===== src/rtl/ps2_pkg.sv =====
// Shared PS/2 definitions: receiver state encoding, widths and scan code constants.
// Used by ps2_rx_ctrl, key_decoder and ps2_status.
package ps2_pkg;

  localparam int unsigned SCAN_W    = 8;
  localparam int unsigned BIT_CNT_W = 3;

  typedef enum logic [1:0] {
    ST_IDLE   = 2'd0,
    ST_DATA   = 2'd1,
    ST_PARITY = 2'd2,
    ST_STOP   = 2'd3
  } ps2_state_e;

  localparam logic [SCAN_W-1:0] SC_W     = 8'h1D;
  localparam logic [SCAN_W-1:0] SC_A     = 8'h1C;
  localparam logic [SCAN_W-1:0] SC_S     = 8'h1B;
  localparam logic [SCAN_W-1:0] SC_D     = 8'h23;
  localparam logic [SCAN_W-1:0] SC_SPACE = 8'h29;
  localparam logic [SCAN_W-1:0] SC_R     = 8'h2D;
  localparam logic [SCAN_W-1:0] SC_BREAK = 8'hF0;
  localparam logic [SCAN_W-1:0] SC_EXT   = 8'hE0;

endpackage


===== src/rtl/ps2_line_filter.sv =====
// PS/2 pin conditioning: 2-FF synchronizers on clock and data, a glitch filter
// on the clock, and a one-cycle strobe on each filtered falling edge.
module ps2_line_filter #(
  parameter int unsigned FILTER_LEN = 8
) (
  input  logic clk,
  input  logic rst_n,
  input  logic ps2_clk,
  input  logic ps2_dat,
  output logic clk_fall,
  output logic dat_s
);

  localparam int unsigned CNT_W = $clog2(FILTER_LEN + 1);

  logic [1:0]       clk_sync;
  logic [1:0]       dat_sync;
  logic             clk_f;
  logic [CNT_W-1:0] flt_cnt;
  logic             clk_s;

  assign clk_s = clk_sync[1];
  assign dat_s = dat_sync[1];

  // The filtered clock follows the synced clock only after it has disagreed
  // for FILTER_LEN consecutive samples; any agreement restarts the count.
  always_ff @(posedge clk or negedge rst_n) begin
    if (!rst_n) begin
      clk_sync <= 2'b11;
      dat_sync <= 2'b11;
      clk_f    <= 1'b1;
      flt_cnt  <= '0;
      clk_fall <= 1'b0;
    end else begin
      clk_sync <= {clk_sync[0], ps2_clk};
      dat_sync <= {dat_sync[0], ps2_dat};
      clk_fall <= 1'b0;
      if (clk_s == clk_f) begin
        flt_cnt <= '0;
      end else if (flt_cnt == CNT_W'(FILTER_LEN - 1)) begin
        clk_f    <= clk_s;
        flt_cnt  <= '0;
        clk_fall <= ~clk_s;
      end else begin
        flt_cnt <= flt_cnt + CNT_W'(1);
      end
    end
  end

endmodule


===== src/rtl/ps2_rx_ctrl.sv =====
// PS/2 device-to-host receiver: frames start/8 data/odd parity/stop and delivers scan codes.
// Build option: define PS2_PARITY_CHECK_EN to drop frames whose parity bit is wrong.
module ps2_rx_ctrl
  import ps2_pkg::*;
#(
  parameter int unsigned CLK_HZ     = 50_000_000,
  parameter int unsigned TIMEOUT_US = 2000,
  parameter int unsigned FILTER_LEN = 8
) (
  input  logic              clk,
  input  logic              rst_n,
  input  logic              ps2_clk,
  input  logic              ps2_dat,
  input  logic              enable,
  output logic [SCAN_W-1:0] scan_code,
  output logic              scan_ready,
  output logic              frame_err,
  output logic              busy
);

  localparam int unsigned TO_CYC = CLK_HZ / 1_000_000 * TIMEOUT_US;
  localparam int unsigned WD_W   = $clog2(TO_CYC + 1);

  logic clk_fall;
  logic dat_s;

  ps2_line_filter #(.FILTER_LEN(FILTER_LEN)) u_line_filter (
    .clk      (clk),
    .rst_n    (rst_n),
    .ps2_clk  (ps2_clk),
    .ps2_dat  (ps2_dat),
    .clk_fall (clk_fall),
    .dat_s    (dat_s)
  );

  ps2_state_e           state,      state_nxt;
  logic [SCAN_W-1:0]    shreg,      shreg_nxt;
  logic [BIT_CNT_W-1:0] bit_cnt,    bit_cnt_nxt;
  logic                 par_ok,     par_ok_nxt;
  logic [WD_W-1:0]      wd_cnt,     wd_nxt;
  logic [SCAN_W-1:0]    scan_code_nxt;
  logic                 scan_ready_nxt;
  logic                 frame_err_nxt;

  always_ff @(posedge clk or negedge rst_n) begin
    if (!rst_n) begin
      state      <= ST_IDLE;
      shreg      <= '0;
      bit_cnt    <= '0;
      par_ok     <= 1'b0;
      wd_cnt     <= '0;
      scan_code  <= '0;
      scan_ready <= 1'b0;
      frame_err  <= 1'b0;
      busy       <= 1'b0;
    end else begin
      state      <= state_nxt;
      shreg      <= shreg_nxt;
      bit_cnt    <= bit_cnt_nxt;
      par_ok     <= par_ok_nxt;
      wd_cnt     <= wd_nxt;
      scan_code  <= scan_code_nxt;
      scan_ready <= scan_ready_nxt;
      frame_err  <= frame_err_nxt;
      busy       <= (state_nxt != ST_IDLE);
    end
  end

  // Priority: enable abort, then a clock fall, then the watchdog expiring.
  always_comb begin
    state_nxt      = state;
    shreg_nxt      = shreg;
    bit_cnt_nxt    = bit_cnt;
    par_ok_nxt     = par_ok;
    scan_code_nxt  = scan_code;
    scan_ready_nxt = 1'b0;
    frame_err_nxt  = 1'b0;
    wd_nxt         = (state == ST_IDLE) ? '0 : wd_cnt + WD_W'(1);

    if (!enable) begin
      state_nxt = ST_IDLE;
      wd_nxt    = '0;
    end else if (clk_fall) begin
      wd_nxt = '0;
      case (state)
        ST_IDLE: begin
          if (!dat_s) begin
            state_nxt   = ST_DATA;
            bit_cnt_nxt = '0;
          end
        end
        ST_DATA: begin
          shreg_nxt   = {dat_s, shreg[SCAN_W-1:1]};
          bit_cnt_nxt = bit_cnt + BIT_CNT_W'(1);
          if (bit_cnt == BIT_CNT_W'(SCAN_W - 1)) state_nxt = ST_PARITY;
        end
        ST_PARITY: begin
`ifdef PS2_PARITY_CHECK_EN
          par_ok_nxt = ^{shreg, dat_s};
`else
          par_ok_nxt = 1'b1;
`endif
          state_nxt = ST_STOP;
        end
        ST_STOP: begin
          if (dat_s && par_ok) begin
            scan_code_nxt  = shreg;
            scan_ready_nxt = 1'b1;
          end else begin
            frame_err_nxt = 1'b1;
          end
          state_nxt = ST_IDLE;
        end
        default: state_nxt = ST_IDLE;
      endcase
    end else if ((state != ST_IDLE) && (wd_cnt == WD_W'(TO_CYC - 1))) begin
      frame_err_nxt = 1'b1;
      state_nxt     = ST_IDLE;
      wd_nxt        = '0;
    end
  end

endmodule


===== config.mk =====
export PLATFORM = sky130hd
export DESIGN_NAME = ps2_rx_ctrl
export DESIGN_NICKNAME = d
export VERILOG_FILES = /design/src/rtl/ps2_pkg.sv /design/src/rtl/ps2_line_filter.sv /design/src/rtl/ps2_rx_ctrl.sv
export SDC_FILE = /design/constraint.sdc
export NUM_CORES = 1
export LEC_CHECK = 0
export CAP_MARGIN = 20
export CORE_ASPECT_RATIO = 1.2
export CORE_MARGIN = 2
export CORE_UTILIZATION = 55
export CTS_BUF_LIST = sky130_fd_sc_hd__clkbuf_16
export DETAILED_ROUTE_END_ITERATION = 6
export GPL_TIMING_DRIVEN = 0
export PLACE_DENSITY = 0.81
export SLEW_MARGIN = 0
export SYNTH_ARGS = -nofsm -noshare
export SYNTH_HDL_FRONTEND = slang
export SYNTH_SLANG_ARGS = --single-unit

===== constraint.sdc =====
create_clock -name clk -period 2.1 [get_ports clk]
set_input_delay 0.42 -clock clk [delete_from_list [all_inputs] [get_ports clk]]
set_output_delay 0.42 -clock clk [all_outputs]
set_load 0.01 [all_outputs]

==> impl_results.md, run 1 <==
- Growth of design area from synthesis to finish: 16.91%
- Switching power share of the total: 20.82%
- Number of distinct standard cells referenced by the synthesized netlist: 36
- Endpoint type of the worst setup path: flop
- Clock Skews: 0.005443 ns
- Number of clock buffers inserted by TritonCTS: 5
- Top post-synthesis cells by count: dfrtp_1 (47), nor2_1 (23), mux2_2 (18)
- Number of global-route vias before repair: 1452
- Root buf cell: clkbuf_16
- Total Negative Setup Slacks: 0 ns
- Fmax: 525.2 MHz
- Initial standard-cell utilization of the core: 57.08%
- Power density over cell area: 731.3 mW/mm^2
- Total leakage power: 0.001147 uW
- Slew of the pin with the lowest slew margin: 0.4999 ns
- Cell chain of the critical path: clkdlybuf4s50_1 -> nand2_1 -> nor3_2 -> buf_2 -> mux2_2
- Global-route wire length before repair: 6.430 mm
- Final weighted congestion in routability-driven placement: 0.8212
- Die width: 62.38 um
- Count of state elements after synthesis: 52
- Core Footprint: 0.003941 mm^2
- Total internal power: 1523 uW
- Post-layout minimum cycle time: 1.904 ns
- Destination of the worst register-to-register timing path: wd_cnt[7]
- Power Total: 1923 uW
- Net switching component of the power: 400.5 uW
- Count of fill cells added during filler insertion: 316
- Remaining routing DRC violations: 0
- Area of the die: 0.004620 mm^2
- Die boundary height: 74.06 um
- Yosys warns: 0
- Type of the most critical hold path: input pin to asynchronous set/reset pin
- Start-to-end type of the worst setup path: input pin to flop
- Maximum number of pins on one net before global-route repair: 31
- Library cell occupying the most area in the post-synthesis netlist: dfrtp_1
- # port buffers: 15
- Clock network latency to the later pin of the worst-skew pair: 0.29 ns
- Remaining global-route overflow: 0
- Fin nets: 220
- Status: complete, no violations
- Slack of the worst reg-to-reg path: 0.26 ns
- RSZ-0062 raised after global routing: no
- Area of the mapped netlist: 0.002250 mm^2
- Nature of the critical path startpoint: input pin
- Avg Cell Area, Syn: 11.97 um^2
- Most used flip-flop cell after synthesis: dfrtp_1
- Worst reg2reg path startpoint: wd_cnt[9]
- Clock tree sinks: 52
- Total setup violations reported at the end of the flow: 0
- Max IR drop VDD: 0.5983 mV
- Part of the power in combinational logic: 5.1%
- Max clock buf depth: 2
- Final Cycle Share: 90.66%
- Clock-pin transition on the worst setup and hold timing paths: 0.06 ns
- Cell count of the worst reg-to-reg path: 5
- Clock H-tree levels: 2
- Total count of hold-check failures in the final report: 0
- Syn_nets: 197
- Maximum fanout along the worst path: 10
- Top-Level Pins: 16
- Clock power frac: 39.0%
- Number of antenna violations at the first check in global routing: 0
- Instance count of the mapped netlist: 188
- Total Routed Length: 3.655 mm
- Data arrival time of the critical path: 2.07 ns
- Slowest library cell on the worst path: clkdlybuf4s50_1
- Async set-reset flop share out of synthesis: 100.0%
- WL per Instance: 13.74 um
- CP Data Required Time: 2.27 ns
- Area share of the largest cell type after synthesis: 52.28%
- Maximum cell stage delay along the critical path: 0.58 ns
- Antenna-violating nets left: 0
- Sequential share of power: 55.8%
- Max-cap check violation count: 0
- Library cell with the highest instance count after synthesis: dfrtp_1
- Number of setup buffers added after CTS: 0
- Pre-antenna DRT Iters: 4
- Number of rows in the core area: 25
- Ratio of routed vias to standard cells: 5.477
- CTS tree: built
- Final-report max-slew violation count: 0
- Fraction of the yosys area taken by sequential cells: 58.12%
- Number of enable-type register cells in the synthesized netlist: 0
- Antenna diodes: 0
- Biggest area contributors in the synthesized netlist: dfrtp_1 (52%), mux2_2 (9.0%), dfstp_2 (5.8%)
- Headroom to the max-slew limit: 66.67%
- HPWL after detailed placement: 2.547 mm
- Proportion of layout cells with a drive suffix above 1: 18.40%
- Total via count in the routed design: 1457
- Iteration-0 DRC Markers: 81
- Overall Global Routing Usage: 18.04%
[worst max-delay path, delay by kind of cell]
kind | cells | cell delay [ns]
buffers and inverters | 2 | 0.86
and+or+nand+nor | 2 | 0.42
muxes | 1 | 0.37
[power groups by stage]
stage	Combinational (uW)	Clock [uW]	Sequential, uW
after floorplan	59.7	0	1080
after global placement	95.1	0	1090
after detailed placement	100	0	1090
after CTS	101	777	1070
after global routing	118	817	1080
final	99.0	751	1070
[worst max-delay path by stage]
stage	start	cells after the start	endpoint
floorplan	wd_cnt[5]	3	state[0]
global placement	rst_n	1	scan_code[5]
detailed placement	enable	4	scan_code[1]
CTS	enable	4	scan_code[1]
global route	enable	5	shreg[2]
finish	enable	5	shreg[2]
[area by class of cell]
type	count	area (um^2)	share of cell area, %
Timing Repair Buffer	16	165.2	6.280
Tap cell	54	67.56	2.569
Clock inverter	3	11.26	0.4282
Sequential cell	52	1308	49.71
Multi-Input combinational cell	127	909.6	34.59
Buffer	4	25.02	0.9515
Clock buffer	5	125.1	4.757
Inverter	5	18.77	0.7136
[kinds of logic (layout without fill, tap and decap cells)]
| logic type | after synthesis | count (layout) | synth area share (%) |
|---|---|---|---|
| flip-flops | 52 | 52 | 58.12 |
| buffers and inverters | 9 | 33 | 1.947 |
| XOR/XNOR | 17 | 17 | 6.618 |
| multiplexers | 18 | 18 | 9.010 |
| AO/OA/AOI/OAI | 15 | 15 | 5.062 |
| AND/OR/NAND/NOR | 73 | 73 | 17.02 |
| adder cells (fa/ha/maj) | 4 | 4 | 2.225 |
[state kept, by name, summed over array words and instances, names as in the netlist]
register	flops
u_line_filter.dat_sync	2
wd_cnt	17
bit_cnt	3
par_ok	1
u_line_filter.clk_fall	1
frame_err	1
scan_code	8
u_line_filter.clk_f	1
u_line_filter.clk_sync	2
shreg	8
scan_ready	1
state	2
busy	1
u_line_filter.flt_cnt	4
[routing by layer]
| layer | up-vias | global-route usage, % | share of wire (%) |
|---|---|---|---|
| li1 | 706 | - | - |
| met1 | 724 | 22.76 | 46 |
| met2 | 18 | 28.74 | 49 |
| met3 | 9 | 4.387 | 2.3 |
| met4 | 0 | 11.11 | 2.3 |
| met5 | - | 0 | 0 |
[through the flow]
| stage | area (um^2) | utilization (%) | std cells | hold slack (ns) | setup slack, ns |
|---|---|---|---|---|---|
| 2_1_floorplan | 2250 | - | 188 | 0.1244 | 0.4253 |
| 3_3_place_gp | 2467 | 62.60 | 257 | 0.3466 | -0.8520 |
| 3_5_place_dp | 2482 | 62.98 | 258 | 0.3481 | -0.2568 |
| 4_1_cts | 2619 | 66.44 | 266 | 0.1141 | 0.03364 |
| 5_1_grt | 2630 | 66.73 | 266 | 0.1489 | 0.08602 |
| 6_report | 2630 | 66.73 | 266 | 0.09486 | 0.1961 |
[placed cells by master (no fill, tap or decap), types with 2 or more instances in the layout]
cell             synthesis  routed
xnor2_1                 13      13
nand2_1                  9       9
nor3_1                   7       6
nor2b_1                  2       2
o21ai_0                  5       5
nand3_1                  8       8
a21oi_1                  2       2
dfrtp_1                 47      47
xor2_1                   4       4
nor3b_1                  2       2
nor4_1                   5       5
clkdlybuf4s50_1          0      14
buf_2                    2       3
ha_1                     4       4
inv_1                    5       6
nand4_1                  7       7
mux2_2                  18      18
nor2_1                  23      23
dfstp_2                  5       5
clkbuf_16                0       5
clkinv_1                 0       2
a22o_1                   2       2
nand3b_1                 2       2
[timing repair]
action,4_1_cts,5_1_grt
setup endpoints to repair,0,8
hold buffers,0,0
gates resized for setup,0,2
Power figures use the tool's default switching activity.
==> run 2, diff against run 1 <==
--- a/config.mk
+++ b/config.mk
@@ -7,11 +7,10 @@
 export LEC_CHECK = 0
 export CAP_MARGIN = 20
 export CORE_ASPECT_RATIO = 1.2
-export CORE_MARGIN = 2
+export CORE_MARGIN = 3
 export CORE_UTILIZATION = 55
 export CTS_BUF_LIST = sky130_fd_sc_hd__clkbuf_16
 export DETAILED_ROUTE_END_ITERATION = 6
-export GPL_TIMING_DRIVEN = 0
 export PLACE_DENSITY = 0.81
 export SLEW_MARGIN = 0
 export SYNTH_ARGS = -nofsm -noshare
==> impl_results.md, run 2 (synthesis results as in run 1) <==
- Slew of the pin with the lowest slew margin: 0.5949 ns
- Placed cell area: 0.002492 mm^2
- Total count of hold-check failures in the final report: 0
- Total Negative Setup Slacks: 0 ns
- Family of cells with the greatest summed delay on the critical path: simple AND/OR/NAND/NOR gates
- Number of clock buffers inserted by TritonCTS: 5
- Leading cell types in the layout, fill and taps excluded: dfrtp_1 (47), nor2_1 (23), mux2_2 (18), clkdlybuf4s50_1 (14), xnor2_1 (13)
- Ratio of routed vias to standard cells: 5.736
- Pre-antenna DRT Iters: 4
- Max layer used: met4
- Initial standard-cell utilization of the core: 59.46%
- Most common cell after layout, fill and taps aside: dfrtp_1
- Clock-pin transition on the worst setup and hold timing paths: 0.07 ns
- RSZ-0062 raised after global routing: no
- Remaining routing DRC violations: 0
- Type of the most critical hold path: input pin to asynchronous set/reset pin
- Number of rows in the core area: 24
- Place WS: 0.1980 ns
- Total via count in the routed design: 1520
- Iteration-0 DRC Markers: 47
- Clock tree sinks: 52
- Largest registers: wd_cnt (17), scan_code (8), shreg (8)
- Die width: 64.38 um
- Clock Skews: 0.007469 ns
- CTS tree: built
- Power density over cell area: 785.7 mW/mm^2
- Capture point of the worst path: state[0]
- DP Cell Count: 257
- Number of global-route vias before repair: 1645
- Antenna diodes: 0
- Final Cycle Share: 85.65%
- WP buf/inv: 0
- Post-layout instance count excluding filler cells: 265
- # port buffers: 15
- Nature of the critical path startpoint: flop
- Cell chain of the critical path: nor2_1 -> or4_4 -> or3_4 -> o211a_1
- Clock network latency to the later pin of the worst-skew pair: 0.29 ns
- Core Footprint: 0.003784 mm^2
- Max-cap check violation count: 0
- HPWL after detailed placement: 2.898 mm
- Proportion of layout cells with a drive suffix above 1: 20.19%
- Total number of cells along the worst setup path: 4
- Number of cells upsized or downsized after cts: 0
- Final-report max-slew violation count: 0
- Slack of the worst reg-to-reg path: 0.30 ns
- Growth of design area from synthesis to finish: 18.41%
- Maximum fanout along the worst path: 10
- Number of buffers added to fix hold violations after cts: 0
- Data arrival time of the critical path: 1.97 ns
- Fin nets: 221
- Slowest library cell on the worst path: dfrtp_1
- CP Data Required Time: 2.28 ns
- Final WS setup: 0.3013 ns
- Endpoint type of the worst setup path: flop
- Maximum number of pins on one net before global-route repair: 28
- Total leakage power: 0.001147 uW
- Maximum cell stage delay along the critical path: 0.51 ns
- Start-to-end type of the worst setup path: flop to flop
- Largest register by flop count: wd_cnt
- Fmax: 556.0 MHz
- Number of antenna violations at the first check in global routing: 0
- Antenna-violating nets left: 0
- Global-route wire length before repair: 7.300 mm
- Worst reg2reg path startpoint: state[0]
- Root buf cell: clkbuf_16
- Total Routed Length: 4.119 mm
- Headroom to the max-slew limit: 60.34%
- Flip-flop count of the largest register, all copies and words added: 17
- Die boundary height: 76.06 um
- Final weighted congestion in routability-driven placement: 0.8706
- Remaining global-route overflow: 0
- Top-Level Pins: 16
- Post-layout minimum cycle time: 1.799 ns
- Cell area after layout: 0.002664 mm^2
- Number of setup buffers added after CTS: 0
- WL per Instance: 15.54 um
- Max IR drop VDD: 0.6288 mV
- Met1 WL: 1.708 mm
- Destination of the worst register-to-register timing path: state[0]
- DR WL met3: 173 um
- Status: complete, no violations
- Total setup violations reported at the end of the flow: 0
- Overall Global Routing Usage: 19.05%
- Worst Setup SP: state[0]
- Area of the die: 0.004897 mm^2
- Cell count of the worst reg-to-reg path: 4
- Clock H-tree levels: 2
- Max clock buf depth: 2
- Met2 wirelength from detailed routing: 2.135 mm
-- run 2: worst min path at each step --
stage,start,endpoint,cells after the start,slack (ns)
2_1_floorplan,rst_n,bit_cnt[0],0,0.12
3_3_place_gp,u_line_filter.clk_sync[0],u_line_filter.clk_sync[1],0,0.35
3_5_place_dp,u_line_filter.clk_sync[0],u_line_filter.clk_sync[1],0,0.35
4_1_cts,rst_n,wd_cnt[7],1,0.15
5_1_grt,rst_n,wd_cnt[11],1,0.18
6_report,rst_n,wd_cnt[7],1,0.13
-- run 2: area by class of cell --
type                    count  area, um^2
inverters                   5       18.77
clock inverters             3       46.29
well taps                  52       65.06
repair buffers             21       202.7
fillers                   275        1120
clock buffers               5       125.1
flip-flops and latches     52        1308
multi-input cells         127       898.4
-- run 2: per-layer routing --
layer | vias up | GRT usage, %
met1 | 760 | 21.89
met2 | 40 | 32.75
met3 | 12 | 4.867
met4 | 0 | 8.879
li1 | 708 | -
met5 | - | 0
-- run 2: power by group --
part,switching (uW),internal [uW],total [uW]
sequential,26.8,1050,1070
combinational,52.3,50.4,103
clock,353,566,918
total,432,1660,2090
-- run 2: per-stage QoR --
stage               hold WS, ns  total power [uW]  util [%]
floorplan                0.1244              1144         -
global placement         0.3456              1183     65.87
detailed placement       0.3472              1195     65.87
CTS                      0.1550              2107     70.40
global route             0.1809              2167     70.40
finish                   0.1324              2093     70.40
==> run 3, diff against run 2 <==
--- a/config.mk
+++ b/config.mk
@@ -8,10 +8,10 @@
 export CAP_MARGIN = 20
 export CORE_ASPECT_RATIO = 1.2
 export CORE_MARGIN = 3
-export CORE_UTILIZATION = 55
+export CORE_UTILIZATION = 57
 export CTS_BUF_LIST = sky130_fd_sc_hd__clkbuf_16
 export DETAILED_ROUTE_END_ITERATION = 6
-export PLACE_DENSITY = 0.81
+export PLACE_DENSITY = 0.84
 export SLEW_MARGIN = 0
 export SYNTH_ARGS = -nofsm -noshare
 export SYNTH_HDL_FRONTEND = slang
==> impl_results.md, run 3 (synthesis results as in run 1) <==
- Remaining routing DRC violations: 0
- RSZ-0062 raised after global routing: no
- Total Routed Length: 4.215 mm
- Total via count in the routed design: 1502
- Clock tree sinks: 52
- Core Footprint: 0.003724 mm^2
- Power density over cell area: 735.5 mW/mm^2
- Top-Level Pins: 16
- Die width: 63.35 um
- WL per Instance: 15.85 um
- Max IR drop VDD: 0.8002 mV
- Status: complete, no violations
- Fmax: 542.8 MHz
- Max clock buf depth: 2
- Total leakage power: 0.001142 uW
- Endpoint type of the worst setup path: flop
- Cell area after layout: 0.002639 mm^2
- Slew of the pin with the lowest slew margin: 0.4999 ns
- Number of clock buffers inserted by TritonCTS: 5
- Most common cell after layout, fill and taps aside: dfrtp_1
- HPWL after detailed placement: 3.050 mm
- Ratio of routed vias to standard cells: 5.647
- Number of setup buffers added after CTS: 0
- Remaining global-route overflow: 0
- Total count of hold-check failures in the final report: 0
- Number of cells upsized or downsized after cts: 0
- Flip-flop count of the largest register, all copies and words added: 17
- Overall Global Routing Usage: 20.63%
- Maximum cell stage delay along the critical path: 0.52 ns
- Area of the die: 0.004740 mm^2
- Global-route wire length before repair: 7.534 mm
- Total Negative Setup Slacks: 0 ns
- Clock-pin transition on the worst setup and hold timing paths: 0.06 ns
- Number of rows in the core area: 24
- Iteration-0 DRC Markers: 81
- Post-layout minimum cycle time: 1.842 ns
- Final weighted congestion in routability-driven placement: 0.7936
- Pre-antenna DRT Iters: 4
- # port buffers: 15
- Max-cap check violation count: 0
- Data arrival time of the critical path: 2.01 ns
- Proportion of layout cells with a drive suffix above 1: 20.09%
- Start-to-end type of the worst setup path: flop to flop
- Slowest library cell on the worst path: dfrtp_1
- Headroom to the max-slew limit: 66.68%
- Number of buffers added to fix hold violations after cts: 0
- Clock network latency to the later pin of the worst-skew pair: 0.28 ns
- CTS tree: built
- Nature of the critical path startpoint: flop
- Fin nets: 222
- Post-layout instance count excluding filler cells: 266
- Final-report max-slew violation count: 0
- Maximum number of pins on one net before global-route repair: 31
- WP buf/inv: 1
- Growth of design area from synthesis to finish: 17.30%
- Final Cycle Share: 87.73%
- Die boundary height: 74.82 um
- Crit-path most repeated cell: nor2_1
- Cell chain of the critical path: nor2_1 -> or4_4 -> o31ai_4 -> buf_4 -> nor2_1
- Post-Route Hold Slack: 0.09852 ns
- Leading cell types in the layout, fill and taps excluded: dfrtp_1 (47), nor2_1 (23), mux2_2 (18), clkdlybuf4s50_1 (14), xnor2_1 (13)
- Maximum fanout along the worst path: 10
- Final cell utilization of the core: 70.87%
- Largest registers: wd_cnt (17), scan_code (8), shreg (8)
- Type of the most critical hold path: input pin to asynchronous set/reset pin
- Family of cells with the greatest summed delay on the critical path: simple AND/OR/NAND/NOR gates
- Total setup violations reported at the end of the flow: 0
- Antenna-violating nets left: 0
- Initial standard-cell utilization of the core: 60.42%
- Number of antenna violations at the first check in global routing: 0
- DP Cell Count: 258
- Clock Skews: 0.004274 ns
- Root buf cell: clkbuf_16
- Placed cell area: 0.002500 mm^2
- Number of global-route vias before repair: 1618
- Largest register by flop count: wd_cnt
- CP Data Required Time: 2.27 ns
- Antenna diodes: 0
- Clock H-tree levels: 2
-- run 3: cell types whose count changed in the layout (fill, tap and decap cells not counted), sizes merged --
cell      before  now
clkinvlp       1    0
inv            6    5
bufinv         1    0
clkinv         0    3
buf            7    8
-- run 3: path summary, 6_finish.rpt --
check / startpoint / endpoint / slack [ns] / cells past startpoint
worst min register to register: u_line_filter.clk_sync[0] / u_line_filter.clk_sync[1] / 0.36 / 0
worst min-delay path: rst_n / scan_code[6] / 0.1 / 1
max in group asynchronous: rst_n / shreg[1] / 1.48 / 2
worst max register to register: state[0] / wd_cnt[5] / 0.26 / 5
min in group clk: u_line_filter.clk_sync[0] / u_line_filter.clk_sync[1] / 0.36 / 0
worst max-delay path: state[0] / wd_cnt[5] / 0.26 / 5
-- run 3: worst reg2reg max path, cell delays in order (launching register included) --
cell	delay [ns]
dfrtp_1	0.52
nor2_1	0.11
or4_4	0.46
o31ai_4	0.35
buf_4	0.22
nor2_1	0.06
-- run 3: metal layers --
layer  up-vias  routed length, um  global-route usage (%)
met4         0                 95                   9.353
met3        10                140                   4.328
met5         -                  0                       0
li1        719                  -                       -
met1       737               1791                   24.60
met2        36               2188                   36.43
-- run 3: final cells by class --
class / instances / area, um^2
Inverter: 5 / 18.77
Tap cell: 52 / 65.06
Timing Repair Buffer: 22 / 210.2
Clock buffer: 5 / 125.1
Multi-Input combinational cell: 127 / 898.4
Sequential cell: 52 / 1308
Clock inverter: 3 / 13.76
Fill cell: 295 / 1085
-- run 3: where the power goes --
part | leakage [uW] | total (uW) | switching [uW] | internal [uW]
registers | 0.000707 | 1070 | 27.5 | 1050
clock network | 0.0000710 | 766 | 333 | 433
logic | 0.000364 | 102 | 52.4 | 49.1
total | 0.00114 | 1940 | 413 | 1530
-- run 3: per-stage QoR --
step	setup slack, ns	power (uW)
detailed placement	0.1646	1196
floorplan	0.4253	1144
global route	0.1346	2023
finish	0.2576	1941
global placement	0.2326	1183
CTS	0.2713	1958
